[config.mk]
export PLATFORM = sky130hd
export DESIGN_NAME = seg_display_scheduler
export DESIGN_NICKNAME = d
export VERILOG_FILES = /design/src/rtl/seg_sched_pkg.sv /design/src/rtl/rr_pick_lowest.sv /design/src/rtl/seg_display_scheduler.sv
export SDC_FILE = /design/constraint.sdc
export NUM_CORES = 1
export LEC_CHECK = 0
export ABC_AREA = 1
export CAP_MARGIN = 20
export CORE_ASPECT_RATIO = 1.75
export CORE_UTILIZATION = 40
export DETAILED_ROUTE_END_ITERATION = 6
export GPL_TIMING_DRIVEN = 0
export MAX_ROUTING_LAYER = met4
export PLACE_DENSITY = 0.79
export SYNTH_ARGS = -nofsm -noshare
export SYNTH_HDL_FRONTEND = slang
export SYNTH_SLANG_ARGS = --single-unit
[constraint.sdc]
create_clock -name clk_in -period 4.6 [get_ports clk_in]
set_clock_uncertainty 0.1 [all_clocks]
set_input_delay 1.38 -clock clk_in [delete_from_list [all_inputs] [get_ports clk_in]]
set_output_delay 1.38 -clock clk_in [all_outputs]
set_load 0.005 [all_outputs]
[src/rtl/seg_sched_pkg.sv]
// Shared types and the round-robin successor search for the display scheduler.
package seg_sched_pkg;

  typedef enum logic [1:0] {IDLE, SHOW, ALERT} sched_state_t;

  // First valid index after sel, wrapping modulo n; returns sel itself when it is the only valid one.
  function automatic logic [2:0] rr_next(input logic [7:0] vld, input logic [2:0] sel, input int n);
    logic [2:0] res;
    int idx;
    res = sel;
    for (int k = n; k >= 1; k--) begin
      idx = (int'(sel) + k) % n;
      if (vld[idx[2:0]]) res = idx[2:0];
    end
    return res;
  endfunction

endpackage

[src/rtl/rr_pick_lowest.sv]
// Combinational lowest-set-bit encoder with an any-set flag.
module rr_pick_lowest #(
  parameter int N = 4,
  parameter int W = (N > 1) ? $clog2(N) : 1
) (
  input  logic [N-1:0] req_in,
  output logic [W-1:0] idx_out,
  output logic         any_out
);

  always_comb begin
    idx_out = '0;
    for (int i = N - 1; i >= 0; i--) begin
      if (req_in[i]) idx_out = W'(i);
    end
  end

  assign any_out = |req_in;

endmodule

[src/rtl/seg_display_scheduler.sv]
// Shares one 8-digit seven-segment display among NUM_SRC sources: round-robin dwell,
// manual advance on next_in rising edge, and alert pre-emption with a fixed hold time.
module seg_display_scheduler
  import seg_sched_pkg::*;
#(
  parameter int NUM_SRC      = 4,
  parameter int DWELL_CYCLES = 100_000_000,
  parameter int ALERT_CYCLES = 50_000_000,
  parameter int SW           = $clog2(NUM_SRC)
) (
  input  logic                  clk_in,
  input  logic                  rst_in,
  input  logic [NUM_SRC*32-1:0] src_val_in,
  input  logic [NUM_SRC-1:0]    src_vld_in,
  input  logic [NUM_SRC-1:0]    alert_in,
  input  logic                  next_in,
  input  logic                  pause_in,
  output logic [31:0]           val_out,
  output logic [SW-1:0]         sel_out,
  output logic                  alert_out,
  output sched_state_t          state_dbg_out
);

  localparam int CNT_MAX = (DWELL_CYCLES > ALERT_CYCLES) ? DWELL_CYCLES : ALERT_CYCLES;
  localparam int CW      = (CNT_MAX > 1) ? $clog2(CNT_MAX) : 1;
  localparam logic [CW-1:0] DWELL_LAST = CW'(DWELL_CYCLES - 1);
  localparam logic [CW-1:0] ALERT_LAST = CW'(ALERT_CYCLES - 1);

  sched_state_t        state_q, state_d;
  logic [SW-1:0]       sel_q, sel_d, ret_q, ret_d;
  logic [CW-1:0]       dwell_q, dwell_d, hold_q, hold_d;
  logic [NUM_SRC-1:0]  pend_q, pend_d, pend_clr;
  logic                next_q, next_d;
  logic [31:0]         val_q, val_d;

  logic [SW-1:0]       vld_pick, pend_pick, rr_from_sel, rr_from_ret;
  logic                vld_any, pend_any, next_rise, sel_vld, ret_vld;

  rr_pick_lowest #(.N(NUM_SRC), .W(SW)) u_pick_vld (
    .req_in (src_vld_in),
    .idx_out(vld_pick),
    .any_out(vld_any)
  );

  rr_pick_lowest #(.N(NUM_SRC), .W(SW)) u_pick_pend (
    .req_in (pend_q),
    .idx_out(pend_pick),
    .any_out(pend_any)
  );

  assign next_rise   = next_in & ~next_q;
  assign sel_vld     = src_vld_in[sel_q];
  assign ret_vld     = src_vld_in[ret_q];
  assign rr_from_sel = SW'(rr_next(8'(src_vld_in), 3'(sel_q), NUM_SRC));
  assign rr_from_ret = SW'(rr_next(8'(src_vld_in), 3'(ret_q), NUM_SRC));

  always_comb begin
    state_d  = state_q;
    sel_d    = sel_q;
    ret_d    = ret_q;
    dwell_d  = dwell_q;
    hold_d   = hold_q;
    pend_clr = '0;
    case (state_q)
      IDLE: begin
        dwell_d = '0;
        if (pend_any) begin
          state_d  = ALERT;
          ret_d    = sel_q;
          sel_d    = pend_pick;
          pend_clr = NUM_SRC'(1) << pend_pick;
          hold_d   = '0;
        end else if (vld_any) begin
          state_d = SHOW;
          sel_d   = vld_pick;
        end else begin
          sel_d = '0;
        end
      end
      SHOW: begin
        if (!vld_any) begin
          state_d = IDLE;
          sel_d   = '0;
          dwell_d = '0;
        end else if (pend_any) begin
          // Pre-emption wins over any advance due in the same cycle.
          state_d  = ALERT;
          ret_d    = sel_q;
          sel_d    = pend_pick;
          pend_clr = NUM_SRC'(1) << pend_pick;
          hold_d   = '0;
        end else if ((dwell_q == DWELL_LAST && !pause_in) || next_rise || !sel_vld) begin
          sel_d   = rr_from_sel;
          dwell_d = '0;
        end else if (!pause_in && dwell_q != DWELL_LAST) begin
          dwell_d = dwell_q + 1'b1;
        end
      end
      ALERT: begin
        if (hold_q == ALERT_LAST || !sel_vld) begin
          if (pend_any) begin
            sel_d    = pend_pick;
            pend_clr = NUM_SRC'(1) << pend_pick;
            hold_d   = '0;
          end else if (!vld_any) begin
            state_d = IDLE;
            sel_d   = '0;
            dwell_d = '0;
          end else begin
            state_d = SHOW;
            sel_d   = ret_vld ? ret_q : rr_from_ret;
            dwell_d = '0;
          end
        end else begin
          hold_d = hold_q + 1'b1;
        end
      end
      default: begin
        state_d = IDLE;
        sel_d   = '0;
      end
    endcase
  end

  // Alerts on sources that are not asking for display time are dropped at the door.
  assign pend_d = (pend_q & ~pend_clr) | (alert_in & src_vld_in);
  assign next_d = next_in;
  assign val_d  = (state_q == IDLE) ? 32'h0 : src_val_in[{sel_q, 5'b0} +: 32];

  always_ff @(posedge clk_in) begin
    if (rst_in) begin
      state_q <= IDLE;
      sel_q   <= '0;
      ret_q   <= '0;
      dwell_q <= '0;
      hold_q  <= '0;
      pend_q  <= '0;
      next_q  <= 1'b0;
      val_q   <= '0;
    end else begin
      state_q <= state_d;
      sel_q   <= sel_d;
      ret_q   <= ret_d;
      dwell_q <= dwell_d;
      hold_q  <= hold_d;
      pend_q  <= pend_d;
      next_q  <= next_d;
      val_q   <= val_d;
    end
  end

  assign val_out       = val_q;
  assign sel_out       = sel_q;
  assign alert_out     = (state_q == ALERT);
  assign state_dbg_out = state_q;

endmodule

==> impl_metrics.yaml <==
synthesis:
  synth.net_count: 1078
  synth.avg_cell_area_um2: 6.44
  synth-edff-count: 0
  seq_area_frac_synth: 0.322
  ys.warnings.count: 0
  syn_inst: 936
  synth-async-reset-ratio: 0
  synth_seq_cells: 97
  synth.cell_area_mm2: 0.00603
  synth-main-ff-cell: "dfxtp_1"
  synthDistinctLibCells: 43
sta:
  worst_pin_slew_ns: 0.721
  setup_slack_ns: 0.953
  fin_crit_ns: 3.65
  slew_headroom: 0.519
  rsz0062_at_grt: "false"
  hold_viol: 0
  max_freq_mhz: 274
  final.setup.tns_ns: 0
  final-max-slew-violation-count: 0
  finalCritPeriodShare: 0.793
  setup_violations: 0
routing:
  drtAntennaViolNets: 0
  avgRoutedWirePerCell_um: 16.2
  drc: 0
  num_vias: 7221
  drt_iter0_drc: 555
  via_per_inst: 5.52
  wl_mm: 21.2
  first_pass_iters: 5
worst_setup_path:
  cp.arrival_ns: 3.77
  critical_path.max_fanout: 10
  startpoint_type: "input port"
  cp_data_required_time_ns: 4.72
  critPathKind: "in -> reg"
  cp-end-kind: "register"
cts:
  tritoncts: "built"
  cts_setup_buffers: 0
  cts.clk_slew.worst_paths_ns: 0.07
  cts_buffers: 9
  root_buffer: "clkbuf_16"
  clock_path_buffers: 2
  post_cts_resized: 0
  clock-sinks: 97
  postCtsHoldBufs: 0
  h-tree-depth: 3
  clock_latency_ns: 0.35
grt:
  antenna_found_initial: 0
  grt_max_degree: 15
  use_met2: 0.511
  grt_overflow_total: 0
  track_usage: 0.281
  grt_use_met3: 0.0470
  grt_use_met1: 0.289
  grt_first_pass_wirelength_mm: 33.1
  top_usage_layer: "met2"
  grt_pass1_vias: 6926
power:
  vdd_drop_max_mv: 0.244
  combPwrFrac: 0.407
  switching_power_mw: 1.10
  p_clk_frac: 0.269
  power_switching_share: 0.373
  p_leak_nw: 2.88
  powerDensity_mw_per_mm2: 353
  power_frac_seq: 0.324
  internal_power_mw: 1.84
status:
  status: "complete, no violations"
floorplan:
  fp.coreArea_mm2: 0.0148
  die_h_um: 164
  rows: 59
  pin_count: 177
  die-area_mm2: 0.0156
  initial_core_util: 0.409
  fp.dieW_um: 94.8
finish:
  nets: 1264
  final_util: 0.563
  fin_cells: 1309
  num-fill-cells: 1413
  syn2layout_area_growth_pct: 37.9
  drive_gt1_frac: 0.0444
min_path:
  hold_class: "reg -> reg"
placement:
  routabilityCongestion: 1.02
  port_buffers: 175
  post-place-ws_ns: 0.689
  dpl.hpwl_mm: 16.4
  dp.cells: 1294
flow_run:
  drv_cap: 0
## sequential cells by signal (all words and copies together), names as in the netlist
signal and flops:
sel_out 2, ret_q 2, pend_q 4, next_q 1, hold_q 27, val_out 32, dwell_q 27, state_dbg_out 2
## metal layers
| metal | vias to the layer above | wire [um] |
|---|---|---|
| met5 | - | 0 |
| met4 | 0 | 906 |
| met3 | 68 | 1100 |
| met2 | 281 | 11400 |
| met1 | 3306 | 7770 |
| li1 | 3566 | - |
## kinds of logic after synthesis
group | synth area share
simple gates | 0.374
compound gates | 0.185
buf+inv | 0.0840
flops | 0.322
xor+xnor | 0.0305
fa+ha+maj | 0.00415
## power groups by stage
stage	Clock [mW]	Sequential, mW	Combinational, mW
final	0.790	0.952	1.19
after global routing	0.829	0.960	1.30
after global placement	0	0.967	1.17
after CTS	0.801	0.951	1.18
after floorplan	0	0.969	0.678
after detailed placement	0	0.969	1.17
## critical path, cell delays in order
cell and delay [ns]:
clkdlybuf4s50_1 0.51, inv_1 0.18, nand2_1 0.09, nor3_1 0.29, o21ai_0 0.32, inv_1 0.14, clkbuf_1 0.46, o21ai_0 0.18
o31ai_1 0.12, a21oi_1 0.10
## Yosys cell counts (4+ instances only)
| library cell | instances | share of area |
|---|---|---|
| o21ai_0 | 39 | 0.032 |
| o211ai_1 | 5 | 0.0062 |
| a31oi_1 | 33 | 0.034 |
| a21oi_1 | 76 | 0.063 |
| xor2_1 | 11 | 0.016 |
| a22oi_1 | 32 | 0.040 |
| inv_1 | 71 | 0.044 |
| nand3_1 | 112 | 0.093 |
| dfxtp_1 | 97 | 0.32 |
| buf_2 | 9 | 0.0075 |
| xnor2_1 | 10 | 0.015 |
| nand4_1 | 11 | 0.011 |
| nor3_2 | 4 | 0.0066 |
| nor2_1 | 66 | 0.041 |
| inv_2 | 4 | 0.0025 |
| nand2_1 | 234 | 0.15 |
| clkbuf_1 | 34 | 0.021 |
| nor3b_1 | 5 | 0.0062 |
| nor3_1 | 45 | 0.037 |
## through the flow
step	hold WS (ns)	cell area [um2]	total power [mW]
global route	0.415	8310	3.09
CTS	0.381	8310	2.93
finish	0.382	8320	2.94
detailed placement	0.370	8010	2.14
floorplan	0.353	6030	1.65
global placement	0.369	8010	2.14
## layout make-up
class | instances | area (um2) | share of cell area
inverters | 77 | 289 | 0.0348
multi-input cells | 713 | 3580 | 0.431
clock buffers | 11 | 233 | 0.0280
clock inverters | 3 | 67.6 | 0.00813
repair buffers | 175 | 1750 | 0.211
plain buffers | 49 | 218 | 0.0262
well taps | 183 | 229 | 0.0275
diodes | 1 | 2.50 | 0.000301
flip-flops and latches | 97 | 1940 | 0.234
## placed cells by master (no fill, tap or decap), drive strengths merged, types with 2 or more instances in the layout
cell type	synthesis	routed
nand2	238	238
a22oi	32	32
xor2	11	11
o2111ai	2	2
nand4	11	11
a21oi	77	77
dfxtp	97	97
nor3b	5	5
nor2	69	69
bufinv	0	2
nor3	51	51
or2	2	2
inv	75	75
clkbuf	34	45
a31oi	33	33
clkinv	2	2
ha	2	2
clkdlybuf4s50	0	175
o21ai	40	40
buf	15	15
o211ai	5	5
nand3	116	116
xnor2	10	10
nor4	3	3
## path summary, 6_finish.rpt
check | cells past startpoint | from | to | slack [ns]
min reg2reg | 2 | dwell_q[3] | dwell_q[3] | 0.38
max reg2reg | 10 | state_dbg_out[0] | hold_q[0] | 2.20
max | 10 | src_vld_in[0] | hold_q[21] | 0.95
min | 2 | dwell_q[3] | dwell_q[3] | 0.38
Note: power is estimated with default switching activity, not from simulation.
